==> src/rtl/cic3_row_readout.sv <==
// Snapshots one decimated CIC3 row (all channels) into shadow registers and streams it out
// channel by channel over a valid/ready interface, flagging frames that arrive while busy.
module cic3_row_readout #(
  parameter int NUM_CHANNELS = 24,
  parameter int DATA_WIDTH   = 25,
  parameter int CH_ID_WIDTH  = 5,
  parameter int FRAME_W      = 16
) (
  input  logic                               clk,
  input  logic                               reset,
  input  logic [NUM_CHANNELS*DATA_WIDTH-1:0] filt_data,
  input  logic                               sample_valid,
  input  logic                               enable,
  output logic [DATA_WIDTH-1:0]              out_data,
  output logic [CH_ID_WIDTH-1:0]             out_chan,
  output logic                               out_last,
  output logic                               out_valid,
  input  logic                               out_ready,
  output logic                               busy,
  output logic                               overrun,
  input  logic                               overrun_clr,
  output logic [FRAME_W-1:0]                 frame_cnt
);

  localparam logic [CH_ID_WIDTH-1:0] LAST_CH = CH_ID_WIDTH'(NUM_CHANNELS - 1);

  typedef enum logic {IDLE, SEND} state_t;

  state_t                  state;
  logic [DATA_WIDTH-1:0]   shadow [NUM_CHANNELS];
  logic                    hs;
  logic                    last_hs;
  logic                    accept;
  logic                    drop;
  logic [CH_ID_WIDTH-1:0]  next_chan;

  // A strobe landing on the final handshake starts the next frame without a gap.
  assign hs        = out_valid && out_ready;
  assign last_hs   = hs && out_last;
  assign accept    = sample_valid && enable && ((state == IDLE) || last_hs);
  assign drop      = sample_valid && (state == SEND) && !last_hs;
  assign next_chan = out_chan + CH_ID_WIDTH'(1);

  always_ff @(posedge clk) begin
    if (reset) begin
      state     <= IDLE;
      out_data  <= '0;
      out_chan  <= '0;
      out_last  <= 1'b0;
      out_valid <= 1'b0;
      busy      <= 1'b0;
      overrun   <= 1'b0;
      frame_cnt <= '0;
      for (int k = 0; k < NUM_CHANNELS; k++) begin
        shadow[k] <= '0;
      end
    end else begin
      if (accept) begin
        for (int k = 0; k < NUM_CHANNELS; k++) begin
          shadow[k] <= filt_data[k*DATA_WIDTH +: DATA_WIDTH];
        end
        // Channel 0 comes straight from the input since shadow is being written this cycle.
        out_data  <= filt_data[DATA_WIDTH-1:0];
        out_chan  <= '0;
        out_last  <= (LAST_CH == '0);
        out_valid <= 1'b1;
        busy      <= 1'b1;
        state     <= SEND;
      end else if (hs) begin
        if (out_last) begin
          out_valid <= 1'b0;
          out_last  <= 1'b0;
          busy      <= 1'b0;
          state     <= IDLE;
        end else begin
          out_chan <= next_chan;
          out_data <= shadow[next_chan];
          out_last <= (next_chan == LAST_CH);
        end
      end

      if (last_hs) begin
        frame_cnt <= frame_cnt + FRAME_W'(1);
      end

      if (drop) begin
        overrun <= 1'b1;
      end else if (overrun_clr) begin
        overrun <= 1'b0;
      end
    end
  end

endmodule

==> config.mk <==
export PLATFORM = sky130hd
export DESIGN_NAME = cic3_row_readout
export DESIGN_NICKNAME = d
export VERILOG_FILES = /design/src/rtl/cic3_row_readout.sv
export SDC_FILE = /design/constraint.sdc
export NUM_CORES = 1
export LEC_CHECK = 0
export CORE_MARGIN = 2
export CORE_UTILIZATION = 30
export CTS_CLUSTER_SIZE = 16
export DETAILED_ROUTE_END_ITERATION = 10
export SYNTH_ARGS = -nofsm -noshare
export SYNTH_HDL_FRONTEND = slang
export SYNTH_SLANG_ARGS = --single-unit
==> constraint.sdc <==
create_clock -name clk -period 16.5 [get_ports clk]
set_input_delay 2.475 -clock clk [delete_from_list [all_inputs] [get_ports clk]]
set_output_delay 2.475 -clock clk [all_outputs]
set_load 0.05 [all_outputs]
==> results.md <==
- Least-Margin Pin Slew: 1234 ps
- Fraction of layout cells with a size suffix above 1: 12.35%
- Pre-CTS setup slack: 9778 ps
- Clock Sinks: 649
- Post-synthesis cell type count: 53
- Total track usage: 18.54%
- Warnings from Yosys: 0
- Mapped cell area: 29,290 sq um
- Placer Congestion: 0.8564
- Die Wd: 316.4 microns
- Area of the multi-input gates: 9562 sq um
- Slew Viols, Final: 0
- Top_reg_cell synth: edfxtp_1
- Area grow syn2layout: 34.28%
- Crit-path cells: clkdlybuf4s50_1 > a21boi_2 > or2_1 > nor2_4 > buf_4 > buf_4 > buf_4 > and2_1
- DP Wirelength: 70,460 microns
- Final hold slack: 509.8 ps
- Initial Utilization: 30.28%
- I/O Buffers: 655
- Clk root buf: clkbuf_16
- Vias in the first global route: 19.36k
- CTS Buffer Depth: 3
- Tcrit/Tclk final: 36.98%
- GRT overflow: 0
- Storage element area: 19,000 sq um
- Post-synth net total: 2,510
- Hold Fails Final Rpt: 0
- Status: completed
- RSZ-0062 raised after global routing: false
- Number of synthesized register bits: 649
- Worst slew margin: 17.21%
- Crit Path Class: input pin to flip-flop
- Most frequent CP cell: buf_4
- Synth Instances: 1,901
- Setup TNS: 0 ps
- Hold Crit Class: flip-flop to flip-flop
- Post-layout min period: 6101 ps
- WL per Instance: 24.51 microns
- Setup WS post-layout: 10,400 ps
- Vias/cell: 4.690
- Setup crit start kind: input pin
- Top cell type's share of synthesized area: 61.52%
- PwrDens: 101.9 nW/um^2
- Clock transition at path regs: 60 ps
- Std-Cell Rows: 114
- Synth top cells by count: edfxtp_1, and2_1, nor2b_1, mux4_2, nand2_1
- Initial antenna violation count: 20
- Number of CTS-inserted buffers: 75
- Seq/Total Area, Yosys: 64.87%
- Async S/R FF share, synth: 0%
- Peak VDD IR: 61.02 uV
- Setup Buffers After CTS: 0
- Ports: 656
- ANT nets after route: 0
- CP Max Fanout: 137
- Leakage dissipation: 0.01386 uW
- Fmax: 163.9 MHz
- 1st-pass router iterations: 5
- Core area: 96,710 sq um
- Clock latency on the worst-skew pair: 630 ps
- Max_cap viols: 0
- Mean Syn Cell Area: 15.41 sq um
- # DRC: 0
- Setup violators final: 0
- Cts hold-fix bufs: 0
- Clock Skew: 19.82 ps
- Filler Cell Count: 8,910
- TritonCTS clock tree: built
- Crit-path slowest cell: buf_4
- 1st-iter DRT viols: 1,531
- Global-route wire length before repair: 131,800 microns
- Nets: 3,132
- Pin count of the biggest net entering global routing: 194
- Area leader, netlist: edfxtp_1
- H-tree lvl count: 3
- Crit path largest cell delay: 890 ps
- Setup crit end kind: flip-flop
- Final wirelength: 94,840 microns
- Die H: 316.4 microns
- Final Util: 40.66%
- Routed vias: 18.15k
- Die area: 100,100 sq um
- Post-synth EDFFs: 600
- CTS resizes: 0
- Most frequent cell after synthesis: edfxtp_1
- Area contributors post-synth: edfxtp_1, mux4_2, and2_1
- Crit path DAT: 6580 ps
- Worst endpoint required time: 16,980 ps
==> metrics by stage <==
step	area (sq um)	instances	power, uW
after floorplan	29290	1901	2226
after global placement	36950	3722	2437
after detailed placement	36950	3722	2447
after CTS	39300	3858	4060
after global routing	39320	3869	4151
final	39330	3870	4009
==> final timing paths <==
| check | from | end | slack (ps) | cells past startpoint |
|---|---|---|---|---|
| setup reg to reg | out_chan[0] | out_data[17] | 11600 | 8 |
| hold / removal | frame_cnt[7] | frame_cnt[7] | 510 | 2 |
| setup / recovery | out_ready | shadow[15][8] | 10400 | 8 |
| hold reg to reg | frame_cnt[7] | frame_cnt[7] | 510 | 2 |
==> sequential cells by signal (all words and copies together), names as in the netlist <==
signal and flops:
shadow 600, out_data 25, frame_cnt 16, out_chan 5
out_last 1, overrun 1, state 1
==> report_power, final <==
part / internal, uW / switching, uW / total (uW)
Clock: 921 / 684 / 1610
Sequential: 1920 / 33.2 / 1950
Combinational: 239 / 213 / 452
==> kinds of logic after synthesis <==
group                      Yosys count  share of synthesized area [%]
DFF                                649                          64.87
adders and majority gates            3                         0.1282
xor gates and xnor gates            15                         0.5384
buffers and inverters              140                          2.585
AOI/OAI and AO/OA                  128                          3.405
muxes                              183                          12.66
and+or+nand+nor                    783                          15.81
==> final cells by class <==
cell class / count / area share (%)
sequential: 649 / 48.32
multi-input combinational: 1112 / 24.31
timing repair buffer: 679 / 17.20
clock buffer: 93 / 4.944
tap: 1276 / 4.060
clock inverter: 43 / 1.012
inverter: 6 / 0.07636
antenna: 12 / 0.07636
==> cell usage in the layout (no fill, tap or decap), types with 3 or more instances in the layout <==
master           instances
a211oi_1                13
a211oi_2                20
a21oi_1                 11
a221o_1                 16
a22oi_1                  9
and2_1                 468
buf_4                   22
bufinv_16                5
clkbuf_1                18
clkbuf_16               75
clkdlybuf4s50_1        654
clkinv_1                13
clkinv_2                13
clkinv_4                 5
clkinv_8                 4
dfxtp_1                 48
diode_2                 12
edfxtp_1               600
inv_1                    5
mux2i_1                 33
mux4_2                 150
nand2_1                 97
nand3_1                 14
nand4_1                  4
nor2_1                  20
nor2_2                   4
nor2b_1                153
nor3_1                   3
o21ai_0                 33
o221ai_1                 9
o22ai_1                  9
or3_1                    7
xnor2_1                  9
xor2_1                   3
==> critical path, delay by kind of cell <==
family	cells	cell delay (ps)
and+or+nand+nor	3	890
AOI/OAI and AO/OA	1	130
buffers and inverters	4	2860
==> per-layer routing <==
layer | track usage (%) | up-vias | share of wire, %
li1 | - | 8287 | -
met1 | 21.82 | 9103 | 38
met2 | 33.38 | 637 | 53
met3 | 4.866 | 112 | 7.3
met5 | 0 | - | 0.073
met4 | 4.835 | 12 | 1.9
No activity file was read; power rests on OpenSTA's default activity.
